[src/rtl/mon_transmitter.sv]
// Transmitter end of the monInterface link: two buffered producer
// channels, sel-driven presentation, pop on window end, underrun count.
module mon_transmitter #(
  parameter int               WIDTH     = 8,
  parameter int               DEPTH     = 4,
  parameter logic [WIDTH-1:0] IDLE_WORD = '0,
  parameter int               CNT_W     = 8
) (
  input  logic             clk,
  input  logic             rst,
  input  logic             sel,
  output logic [WIDTH-1:0] data,
  input  logic [WIDTH-1:0] in0_data,
  input  logic             in0_valid,
  output logic             in0_ready,
  input  logic [WIDTH-1:0] in1_data,
  input  logic             in1_valid,
  output logic             in1_ready,
  output logic             empty0,
  output logic             empty1,
  output logic [CNT_W-1:0] underrun
);

  localparam int PW = $clog2(DEPTH);
  localparam int CW = $clog2(DEPTH + 1);
  localparam logic [CW-1:0] FULL = CW'(DEPTH);
  localparam logic [CNT_W-1:0] UMAX = '1;

  logic [WIDTH-1:0] mem0 [DEPTH];
  logic [WIDTH-1:0] mem1 [DEPTH];

  logic [PW-1:0]    wr0_q, wr0_d, rd0_q, rd0_d;
  logic [PW-1:0]    wr1_q, wr1_d, rd1_q, rd1_d;
  logic [CW-1:0]    cnt0_q, cnt0_d, cnt1_q, cnt1_d;
  logic [WIDTH-1:0] data_q, data_d;
  logic             dv_q, dv_d;
  logic             sel_q, sel_d;
  logic [CNT_W-1:0] unr_q, unr_d;

  logic push0, push1, pop0, pop1, win_end;
  logic [CW-1:0]    cnt_sel;
  logic [WIDTH-1:0] head_sel;

  assign in0_ready = (cnt0_q != FULL);
  assign in1_ready = (cnt1_q != FULL);
  assign empty0    = (cnt0_q == '0);
  assign empty1    = (cnt1_q == '0);
  assign data      = data_q;
  assign underrun  = unr_q;

  assign push0   = in0_valid && in0_ready;
  assign push1   = in1_valid && in1_ready;
  // The window of sel_q closes; its word was shown only if dv_q.
  assign win_end = (sel != sel_q);
  assign pop0    = win_end && dv_q && !sel_q;
  assign pop1    = win_end && dv_q && sel_q;

  assign cnt_sel  = sel ? cnt1_q : cnt0_q;
  assign head_sel = sel ? mem1[rd1_q] : mem0[rd0_q];

  // Next-state for pointers, fill counts, presentation and counter.
  always_comb begin
    wr0_d  = wr0_q;
    rd0_d  = rd0_q;
    cnt0_d = cnt0_q;
    wr1_d  = wr1_q;
    rd1_d  = rd1_q;
    cnt1_d = cnt1_q;
    unr_d  = unr_q;
    if (push0) wr0_d = wr0_q + 1'b1;
    if (pop0)  rd0_d = rd0_q + 1'b1;
    if (push0 && !pop0) cnt0_d = cnt0_q + 1'b1;
    if (!push0 && pop0) cnt0_d = cnt0_q - 1'b1;
    if (push1) wr1_d = wr1_q + 1'b1;
    if (pop1)  rd1_d = rd1_q + 1'b1;
    if (push1 && !pop1) cnt1_d = cnt1_q + 1'b1;
    if (!push1 && pop1) cnt1_d = cnt1_q - 1'b1;
    if (win_end && !dv_q && unr_q != UMAX)
      unr_d = unr_q + 1'b1;
    data_d = (cnt_sel != '0) ? head_sel : IDLE_WORD;
    dv_d   = (cnt_sel != '0);
    sel_d  = sel;
  end

  // Control and presentation registers with synchronous reset.
  always_ff @(posedge clk) begin
    if (rst) begin
      wr0_q  <= '0;
      rd0_q  <= '0;
      cnt0_q <= '0;
      wr1_q  <= '0;
      rd1_q  <= '0;
      cnt1_q <= '0;
      data_q <= IDLE_WORD;
      dv_q   <= 1'b0;
      sel_q  <= 1'b0;
      unr_q  <= '0;
    end else begin
      wr0_q  <= wr0_d;
      rd0_q  <= rd0_d;
      cnt0_q <= cnt0_d;
      wr1_q  <= wr1_d;
      rd1_q  <= rd1_d;
      cnt1_q <= cnt1_d;
      data_q <= data_d;
      dv_q   <= dv_d;
      sel_q  <= sel_d;
      unr_q  <= unr_d;
    end
  end

  // FIFO storage; contents are left stale on reset, counts gate them.
  always_ff @(posedge clk) begin
    if (!rst && push0) mem0[wr0_q] <= in0_data;
    if (!rst && push1) mem1[wr1_q] <= in1_data;
  end

endmodule

[config.mk]
export PLATFORM = sky130hd
export DESIGN_NAME = mon_transmitter
export DESIGN_NICKNAME = d
export VERILOG_FILES = /design/src/rtl/mon_transmitter.sv
export SDC_FILE = /design/constraint.sdc
export NUM_CORES = 1
export LEC_CHECK = 0
export CAP_MARGIN = 5
export CORE_MARGIN = 2
export CORE_UTILIZATION = 35
export DETAILED_ROUTE_END_ITERATION = 8
export SETUP_SLACK_MARGIN = 0.02
export SYNTH_ARGS = -nofsm -noshare
export SYNTH_HDL_FRONTEND = slang
export SYNTH_SLANG_ARGS = --single-unit
[constraint.sdc]
create_clock -name clk -period 2.25 [get_ports clk]
set_input_delay 0.5625 -clock clk [delete_from_list [all_inputs] [get_ports clk]]
set_output_delay 0.5625 -clock clk [all_outputs]
set_load 0.03 [all_outputs]
==> reports/summary.txt <==
Critical path arrival - 2.38 ns
Worst-case vdd ir drop - 490.5 uV
Router iterations before antenna repair - 4
WL/cell - 14.94 um
Slowest cell on crit path - or3b_4
Share of the synthesized area in the top cell type - 0.4832
Worst Hold Path EP - cnt1_q[2]
Cell chain of the critical path - or3b_4 -> nand2_2 -> ha_2 -> inv_1 -> fa_1 -> xor2_1 -> or3_1 -> a21oi_1
Async SR Flop Fraction - 0
Clock-pin slew on the worst setup and hold paths - 0.07 ns
Clock skew - 0.01119 ns
R2R setup slack - 0.14 ns
Ys flop type - edfxtp_1
CTS root buf - clkbuf_16
DRT antenna net count - 0
Worst hold path class - reg -> reg
Crit path largest cell delay - 0.41 ns
Rows - 38
Tmin final - 2.110 ns
Largest net degree at the start of global routing - 19
Crit-path max FO - 5
Switching power share of the total - 0.2413
Max Cap Viol - 0
P_sw - 966.1 uW
Antenna violations before repair - 0
Final nets - 371
Final hold vios - 0
Crit end category - flop
Core Region - 0.01098 mm2
CP Launch Type - flop
Unrepaired setup endpoints after global routing - false
Vias - 2283
Status - completed
Clock latency on the worst-skew pair - 0.34 ns
Share of layout cells above drive strength 1 - 0.2135
Hold Startpoint - cnt1_q[2]
PortBufs - 40
Most frequent cells in the layout - 64 x edfxtp_1, 35 x clkdlybuf4s50_1, 32 x dfxtp_1
Req. time, crit path - 2.52 ns
Syn nets - 303
Post-detail-place hpwl - 5096 um
Int Pwr - 3.038 mW
Iteration-0 DRC count of the detailed router - 89
Fin crit share - 0.9379
Die Y - 110.6 um
Synth top area cells - edfxtp_1 48%, dfxtp_1 18%, mux4_2 9.1%
Starting Density - 0.3622
Post-synthesis sequential area ratio - 0.6644
Final Instance Area - 0.005092 mm2
CTS tree - built
Post-DP Area - 0.004805 mm2
Fin. max-slew vios - 0
Inserted Diodes - 0
R2R cell count - 8
Hold Slack - 0.4971 ns
Comb pwr share - 0.122
Vias in the first global route - 2482
Total Wirelength - 7199 um
Leakage Power - 1.818 nW
Ys Warns - 0
H-Tree Level Count - 3
# DRC - 0
Mapped cell area - 0.003978 mm2
Share of power burned in registers - 0.523
Synth Area per Inst - 14.79 um2
GR Util All Layers - 0.1268
Area leader, netlist - edfxtp_1
Maximum clock path buffer count - 2
Overflow after GRT - 0
Slew HR - 0.6325
Setup TNS - 0 ns
FF-to-FF End - cnt0_q[2]
Flops & latches, synth - 100
Synth cell types - 40
P per Cell Area - 786.3 mW/mm2
Clock network fraction of design power - 0.356
Worst-margin pin slew - 0.5505 ns
Most common cell after layout, fill and taps aside - edfxtp_1
DIE AREA - 0.01223 mm2
Final setup fails - 0
Boundary Pins - 41
Setup CP Type - reg -> reg
RR Startpoint - cnt0_q[2]
P&R area growth vs syn - 28.03%
Achievable Freq - 0.4739 GHz
Clock Sinks - 100
Cts bufs inserted - 9
Via density - 4.737
Hold Path Stages - 2
Global-route wire length before repair - 12280 um
Die Wd - 110.6 um
Routability-driven placement congestion ratio - 0.6808
Post-synth EDFFs - 64
Post-synthesis cell count - 269
synthesized netlist by cell type, types with 3 or more instances:
| master | count |
|---|---|
| nand2_1 | 8 |
| xnor2_1 | 6 |
| inv_1 | 27 |
| nor3_1 | 3 |
| or3_1 | 3 |
| nor2_1 | 23 |
| mux4_2 | 16 |
| ha_1 | 11 |
| a21oi_1 | 7 |
| dfxtp_1 | 36 |
| and2_1 | 8 |
| a211oi_1 | 3 |
| o22ai_1 | 8 |
| edfxtp_1 | 64 |
| clkbuf_1 | 6 |
| nand3_1 | 4 |
| xor2_1 | 6 |
flip-flops by register name (all words and copies together), names as in the netlist, named ones only:
register,flops
cnt0_q,3
cnt1_q,3
data,8
dv_q,1
mem0,32
mem1,32
rd0_q,2
rd1_q,2
sel_q,1
underrun,8
wr0_q,2
wr1_q,2
layout make-up:
class	count	area (um2)
clock buffers	10	229.0
clock inverters	6	48.80
fillers	969	5891
inverters	27	101.3
multi-input cells	133	1210
flip-flops and latches	100	2648
well taps	140	175.2
repair buffers	66	680.7
critical path, delay by kind of cell (launching register included):
| kind | cells | cell delay [ns] |
|---|---|---|
| buf+inv | 1 | 0.05 |
| fa+ha+maj | 2 | 0.55 |
| flops | 1 | 0.36 |
| xor+xnor | 1 | 0.15 |
| simple gates | 3 | 0.80 |
| compound gates | 1 | 0.13 |
worst max-delay path by stage:
| stage | from | to | slack, ns | cells after the start |
|---|---|---|---|---|
| finish | cnt0_q[2] | cnt0_q[2] | 0.14 | 8 |
| CTS | sel | cnt0_q[2] | 0.03 | 8 |
| floorplan | cnt0_q[2] | cnt0_q[2] | 0.06 | 8 |
| global route | cnt0_q[2] | cnt0_q[2] | 0.02 | 8 |
| detailed placement | sel | cnt0_q[2] | -0.33 | 8 |
| global placement | sel | cnt0_q[2] | -0.26 | 8 |
routing by layer:
metal  routed length [um]  up-vias  track usage  share of wire
met2                 3590       50       0.2098           0.50
met4                  100        0      0.03667          0.014
met5                    0        -            0              0
met3                  364       10      0.04501          0.051
li1                     -     1112            -              -
met1                 3143     1111       0.1573           0.44
power by group through the flow:
stage / combinational (mW) / clock [mW] / sequential (mW)
CTS: 0.496 / 1.46 / 2.09
detailed placement: 0.503 / 0 / 2.13
global placement: 0.495 / 0 / 2.13
floorplan: 0.238 / 0 / 2.16
global route: 0.544 / 1.54 / 2.11
finish: 0.488 / 1.42 / 2.09
metrics by stage:
stage / util / power (mW) / cells / setup WS [ns]
3_5_place_dp: 0.4375 / 2.636 / 466 / -0.3338
3_3_place_gp: 0.4375 / 2.625 / 466 / -0.2639
4_1_cts: 0.4623 / 4.050 / 482 / 0.03443
6_report: 0.4637 / 4.004 / 482 / 0.1396
2_1_floorplan: - / 2.397 / 269 / 0.06288
5_1_grt: 0.4637 / 4.187 / 482 / 0.02398
cells by family (layout without fill, tap and decap cells):
kind of cell / count (synthesis) / in the layout / synth area share
xor+xnor: 13 / 13 / 0.03051
mux: 18 / 18 / 0.09594
compound gates: 26 / 26 / 0.04530
buf+inv: 36 / 109 / 0.03460
simple gates: 63 / 63 / 0.08462
fa+ha+maj: 13 / 13 / 0.04467
flops: 100 / 100 / 0.6644
what timing repair did:
| item | CTS | global route |
|---|---|---|
| resized for setup | 4 | 8 |
| setup buffers | 0 | 0 |
| hold buffers | 0 | 0 |
| gates cloned | 0 | 0 |
| setup endpoints to repair | 4 | 2 |
(Power assumes the default switching activity.)
